$ cat src/rtl/keccak_arbiter.sv
// Round-robin front end that shares one keccak SHA3-512 core among N_REQ
// message streams: grant per message, pulse core reset, forward words, capture digest.

module keccak_arbiter_lane #(
  parameter int ID_W = 1,
  parameter int LANE = 0
) (
  input  logic            feed,
  input  logic [ID_W-1:0] g,
  input  logic            ready,
  input  logic            buffer_full,
  output logic            ack
);
  assign ack = feed & (g == ID_W'(LANE)) & ready & ~buffer_full;
endmodule

module keccak_arbiter #(
  parameter int N_REQ   = 2,
  parameter int ID_W    = 1,
  parameter int TIMEOUT = 1024
) (
  input  logic                 clk,
  input  logic                 reset,
  input  logic [64*N_REQ-1:0]  req_in,
  input  logic [N_REQ-1:0]     req_in_ready,
  input  logic [N_REQ-1:0]     req_is_last,
  input  logic [3*N_REQ-1:0]   req_byte_num,
  output logic [N_REQ-1:0]     req_ack,
  output logic                 k_reset,
  output logic [63:0]          k_in,
  output logic                 k_in_ready,
  output logic                 k_is_last,
  output logic [2:0]           k_byte_num,
  input  logic                 k_buffer_full,
  input  logic [511:0]         k_out,
  input  logic                 k_out_ready,
  output logic [511:0]         dig,
  output logic [ID_W-1:0]      dig_id,
  output logic                 dig_valid,
  output logic                 dig_err,
  output logic                 busy
);
  localparam int CNT_W = $clog2(TIMEOUT + 1);

  typedef enum logic [2:0] {IDLE, RST, FEED, WAIT, DONE} state_t;

  state_t                       state, state_nx;
  logic [N_REQ-1:0][63:0]       words;
  logic [N_REQ-1:0][2:0]        bnums;
  logic [ID_W-1:0]              g, last, pick, cand;
  logic                         found, feed;
  logic [CNT_W-1:0]             cnt;

  assign words = req_in;
  assign bnums = req_byte_num;

  // first requesting lane after the last grant, wrapping around
  always_comb begin
    pick  = '0;
    cand  = '0;
    found = 1'b0;
    for (int k = 1; k <= N_REQ; k++) begin
      cand = ID_W'((int'(last) + k) % N_REQ);
      if (!found && req_in_ready[cand]) begin
        found = 1'b1;
        pick  = cand;
      end
    end
  end

  for (genvar i = 0; i < N_REQ; i++) begin : g_lane
    keccak_arbiter_lane #(.ID_W(ID_W), .LANE(i)) u_lane (
      .feed        (feed),
      .g           (g),
      .ready       (req_in_ready[i]),
      .buffer_full (k_buffer_full),
      .ack         (req_ack[i])
    );
  end

  always_ff @(posedge clk) begin
    if (reset) state <= IDLE;
    else       state <= state_nx;
  end

  always_comb begin
    state_nx = state;
    case (state)
      IDLE: if (found) state_nx = RST;
      RST:  state_nx = FEED;
      FEED: if (req_ack[g] & req_is_last[g]) state_nx = WAIT;
      WAIT: if (k_out_ready) state_nx = DONE;
            else if (cnt == CNT_W'(TIMEOUT - 1)) state_nx = IDLE;
      DONE: state_nx = IDLE;
      default: state_nx = IDLE;
    endcase
  end

  always_comb begin
    k_reset    = reset | (state == RST);
    busy       = (state != IDLE);
    dig_valid  = (state == DONE);
    feed       = (state == FEED);
    k_in       = '0;
    k_in_ready = 1'b0;
    k_is_last  = 1'b0;
    k_byte_num = '0;
    if (feed) begin
      k_in       = words[g];
      k_in_ready = req_in_ready[g];
      k_is_last  = req_is_last[g];
      k_byte_num = bnums[g];
    end
  end

  always_ff @(posedge clk) begin
    if (reset) begin
      g       <= '0;
      last    <= ID_W'(N_REQ - 1);
      cnt     <= '0;
      dig     <= '0;
      dig_id  <= '0;
      dig_err <= 1'b0;
    end else begin
      dig_err <= 1'b0;
      case (state)
        IDLE: if (found) begin
          g    <= pick;
          last <= pick;
        end
        // a late digest wins over an expiring timeout
        WAIT: if (k_out_ready) begin
          dig    <= k_out;
          dig_id <= g;
          cnt    <= cnt + CNT_W'(1);
        end else if (cnt == CNT_W'(TIMEOUT - 1)) begin
          dig_err <= 1'b1;
          cnt     <= '0;
        end else begin
          cnt <= cnt + CNT_W'(1);
        end
        DONE: cnt <= '0;
        default: ;
      endcase
    end
  end
endmodule
$ cat config.mk
export PLATFORM = sky130hd
export DESIGN_NAME = keccak_arbiter
export DESIGN_NICKNAME = d
export VERILOG_FILES = /design/src/rtl/keccak_arbiter.sv
export SDC_FILE = /design/constraint.sdc
export NUM_CORES = 1
export LEC_CHECK = 0
export ABC_AREA = 1
export BUFFER_PORTS_ARGS = -buffer_cell sky130_fd_sc_hd__buf_2
export CORE_AREA = 4 4 481 483
export CTS_CLUSTER_SIZE = 8
export DETAILED_ROUTE_END_ITERATION = 8
export DIE_AREA = 0 0 485 487
export GPL_TIMING_DRIVEN = 0
export SETUP_SLACK_MARGIN = 0.15
export SYNTH_ARGS = -nofsm -noshare
export SYNTH_HDL_FRONTEND = slang
export SYNTH_SLANG_ARGS = --single-unit
$ cat constraint.sdc
create_clock -name clk -period 1.8 [get_ports clk]
set_clock_uncertainty 0.1 [all_clocks]
set_input_delay 0.18 -clock clk [delete_from_list [all_inputs] [get_ports clk]]
set_output_delay 0.18 -clock clk [all_outputs]
set_load 0.05 [all_outputs]
After elaboration in Yosys (flattened, before gate mapping)
Cells that the tools add are included.
- bits in registers: 530
- add/subtract/negate cells: 3
- $lt $le $gt $ge: 3
- eq/ne operators: 8
- multiplexer cells: 31
- bitwise gates (word level): 11
- reductions and logical operators: 9
- operators by type and width (kind ; count):
    two-way mux 64 bit ; 3
    two-way mux 11 bit ; 2
    case mux 11 bit (2 select lines) ; 1
    two-way mux 3 bit ; 7
    two-way mux 1 bit ; 17
    case mux 3 bit (4 select lines) ; 1
    adder 11 x 1 -> 11 bit, second input constant ; 1
    == test 11 x 10 -> 1 bit, second input constant ; 1
    bitwise AND 1 bit ; 7
    == test 3 x 2 -> 1 bit, second input constant ; 2
    less-than comparator 1 x 2 -> 1 bit, second input constant ; 3
    inequality test 2 bit, second input constant ; 2
    AND reduction 2 bit ; 2
    == test 3 x 1 -> 1 bit, second input constant ; 1
    == test 3 bit, second input constant ; 1
    logical NOT 3 bit ; 1
    inequality test 3 bit, second input constant ; 1
    NOT 1 bit ; 3
    AND reduction 3 bit ; 1
    nonzero test 3 bit ; 1
    OR reduction 3 bit ; 1
    adder 1 bit, second input constant ; 2
    nonzero test 2 bit ; 1
    logical AND 1 bit ; 1
    other kinds (2) ; 2

Logic depth before layout (Yosys ltp)
- depth after elaboration: 9
- gate-level depth with buffers: 10
- gate-level depth less buffers: 10

Hierarchy
From an unflattened synthesis, not the netlist that was laid out.
- cells, all modules: 2666
- area, all modules: 24482.2 um2
- by module, submodules not included (module ; instances ; cells an instance ; area each (um2)):
    keccak_arbiter ; 1 ; 2657 ; 24443.4
    keccak_arbiter_lane at g_lane[0].u_lane ; 1 ; 5 ; 21.3
    keccak_arbiter_lane at g_lane[1].u_lane ; 1 ; 4 ; 17.5

Least setup slack after synthesis
No wires, ideal clock.
- path kind: register -> output
- start: reg g
- end: out k_in[44]
- data arrival time: 1.819 ns
- data required time: 1.520 ns
- slack: -0.299 ns
- stages on the path, launching flop included: 7
- buffers on the path: 3
- cells stage by stage: dfxtp_1 -> buf_2 -> inv_2 -> buf_2 -> buf_1 -> nand2_1 -> a21oi_1
- longest elaborated chain between the ends: 3
- RTL lines (item ; RTL line ; text):
    from (decl) ; 50 ; logic [ID_W-1:0] g, last, pick, cand;
    from (signal assigned) ; 128 ; g <= pick;
    two-way mux 64 bit (not written as such) (2 in series) ; 109 ; k_in = words[g];
    two-way mux 64 bit ; 108 ; if (feed) begin
    to (decl) ; 30 ; output logic [63:0] k_in,
No other way between the ends. The select of a mux whose other input is x is not followed.

Worst setup path in the final report
- start: reg state[2]
- end: out k_in[52]
- longest elaborated chain between the ends: 2
- RTL lines (item ; RTL line ; text):
    from (decl) ; 47 ; state_t state, state_nx;
    from (signal assigned) ; 83 ; else state <= state_nx;
    == test 3 x 2 -> 1 bit ; 103 ; feed = (state == FEED);
    two-way mux 64 bit ; 108 ;
No other way between the ends.

==> run summary <==
Pin count of the biggest net entering global routing: 13
Hold Path Class: input pin to flop
Initial Util: 8.56%
Yosys warns: 0
Final ANT Viol Nets: 0
Met1 wire length: 85400 um
Hold path startpoint: req_is_last[0]
Die area: 236000 sq um
FF+latch area: 10600 sq um
Core Area: 227000 sq um
Mapped cell area: 19400 sq um
Final instance count without filler cells: 7640
GR Util All Layers: 16.7%
Setup TNS: -34.98 ns
# fillers: 25.4k
Worst VDD drop: 0.000699 V
Area of the multi-input gates: 9090 sq um
Synthesized net count: 3257
I/O pin cnt: 1242
First-pass GRT wire length: 262000 um
Avg WL per Cell: 27.3 um
Seq/Total Area, Yosys: 54.7%
Relative slew slack: 47.1%
CTS sink cnt: 530
DIE HEIGHT: 487 um
Final Hold Fails: 0
MaxCap Viol Count: 0
Layout area overhead: 110%
Vias in the first global route: 26.1k
Worst Max-Slew Pin Slew: 0.793 ns
Min-Delay Endpoint: state[0]
DRC Markers: 0
Synth area leaders: dfxtp_1 55%, nor2_1 20%, o21ai_0 11%
DRT iter0 DRCs: 2262
WL met3: 24300 um
Routed WL: 209000 um
Final setup viols: 195
Crit path kind: flop to output pin
Hpwl dp: 178000 um
Syn Area/Cell: 7.46 sq um
Initial antenna violation count: 219
Reg2reg start: state[0]
Layout cells sized above 1: 38.7%
Yosys reg bits: 530
Gr ovfl total: 0
Worst-path clk slew: 0.05 ns
WP data arrival: 2.04 ns
DR vias: 27.6k
FMAX: 0.430 GHz
Total power: 44.1 mW
Type of element launching the critical path: flop
FP Rows: 175
Reg2reg setup slack: -0.11 ns
Final min period: 2.32 ns
Pwr Density: 1080 nW/um^2
Via density: 3.61
CTS tree: yes
Top Layer Used: met5
Die Width: 485 um
Worst reg2reg endpoint: dig[58]
Data required time at the worst endpoint: 1.52 ns
CP Capture Type: output pin
Max-slew violation count: 0
Yosys top cell by area: dfxtp_1
Unique cell type count in the Yosys netlist: 26
Clk root buf: clkbuf_16
Metal2 WL: 86000 um
Htree depth: 3
Failing checks: setup timing
Placed Cells: 6852
Crit-path max FO: 7
Final Cycle Share: 129%
Worst Hold Depth: 9
Layout Nets: 5155
Leak: 19.0 nW
Gate Count Post-Synth: 2602
First drt pass iteration count: 6
Area fraction of the dominant cell type after synthesis: 54.7%
CTS Buf Count: 79
Worst r2r path cells: 9
Gpl congestion: 1.03
IO buf count: 1241
Status: finished, violations left
Setup ws final: -0.524 ns
CTS max path bufs: 3
RSZ-0062 raised after global routing: yes
Clock latency on the worst-skew pair: 0.69 ns
-- cell usage after synthesis --
library cell,n
nor2_1,1041
dfxtp_1,530
o21ai_0,426
nand2_1,179
buf_2,95
o21ai_1,95
clkbuf_1,85
a21oi_1,79
inv_1,20
nand3_1,16
buf_6,8
buf_4,5
nand4_1,4
clkinv_1,3
nor4_1,3
buf_1,2
or2_2,2
ha_1,1
inv_2,1
inv_4,1
nand3_2,1
nand3b_1,1
nor2_2,1
nor3_1,1
o21bai_1,1
xnor2_1,1
-- power by group --
| part | total, mW | internal [mW] | switching, mW |
|---|---|---|---|
| registers | 13.5 | 12.8 | 0.643 |
| logic | 16.1 | 4.93 | 11.1 |
| clock network | 14.5 | 8.42 | 6.09 |
| total | 44.1 | 26.2 | 17.9 |
-- metal layers --
metal,up-vias,GRT usage (%)
met5,-,0.367
met4,152,7.82
met3,552,7.40
met2,1777,24.8
met1,12800,20.6
li1,12300,-
-- per-stage QoR --
step | instance area (sq um) | hold slack, ns | util, % | setup slack (ns)
after floorplan | 19900 | 0.157 | - | -0.0867
after global placement | 29900 | 0.270 | 13.2 | -2.02
after detailed placement | 29900 | 0.281 | 13.2 | -1.50
after CTS | 39100 | 0.00111 | 17.2 | -0.622
after global routing | 40600 | 0.0783 | 17.9 | -0.604
final | 40700 | 0.0986 | 17.9 | -0.524
-- worst max-delay path by stage --
stage | start | to | slack, ns
final | state[2] | k_in[52] | -0.52
after global routing | state[2] | k_byte_num[1] | -0.60
after CTS | state[0] | req_ack[0] | -0.62
after floorplan | state[0] | k_byte_num[0] | -0.09
after detailed placement | reset | dig[287] | -1.50
after global placement | reset | dig[83] | -2.02
-- cells by family (layout without fill, tap and decap cells) --
kind of cell,count (synthesis),count (layout),share of synthesized area (%)
AOI/OAI and AO/OA,601,601,15.5
xor gates and xnor gates,1,1,0.0451
adders and majority gates,1,1,0.0644
buffers and inverters,220,2136,5.29
DFF,530,530,54.7
other,0,112,0
and+or+nand+nor,1249,1250,24.4
-- layout by cell type (no fill, tap or decap), types with 19 or more instances in the layout --
cell type      instances
buf_2               1190
nor2_1               966
dfxtp_1              524
dlygate4sd3_1        518
o21ai_0              423
nand2_1              128
diode_2              112
o21ai_1               98
clkbuf_16             95
buf_4                 70
clkbuf_1              60
buf_6                 60
a21oi_4               57
buf_8                 42
nor2_2                41
nor2_4                35
nand2_2               35
buf_12                33
inv_1                 19
-- worst max-delay path, stage by stage, from the launching register on --
cell       delay, ns
dfxtp_4         0.35
nor2_4          0.15
buf_6           0.14
nand2_8         0.09
clkbuf_16       0.19
a21oi_4         0.25
buf_6           0.21
-- final cells by class --
type                    count  share of cell area [%]
plain buffers             195                    4.27
inverters                  25                   0.347
repair buffers           1815                    31.4
well taps                3009                    9.25
flip-flops and latches    530                    26.1
multi-input cells        1853                    22.3
clock buffers              89                    5.02
clock inverters            11                   0.560
repair inverters            1                  0.0123
diodes                    112                   0.689
-- sequential cells by signal (all words and copies together) (netlist names) --
name     count
state        3
dig_id       1
cnt         11
dig_err      1
dig        512
g            1
last         1
-- repair_timing --
item | CTS | global route
buffers inserted | 16 | 27
pin swaps | 18 | 24
setup endpoints to repair | 1012 | 1040
resized for setup | 414 | 328
hold buffers | 518 | 0
hold endpoints to repair | 527 | 0
gates cloned | 6 | 9
(Power assumes the default switching activity.)
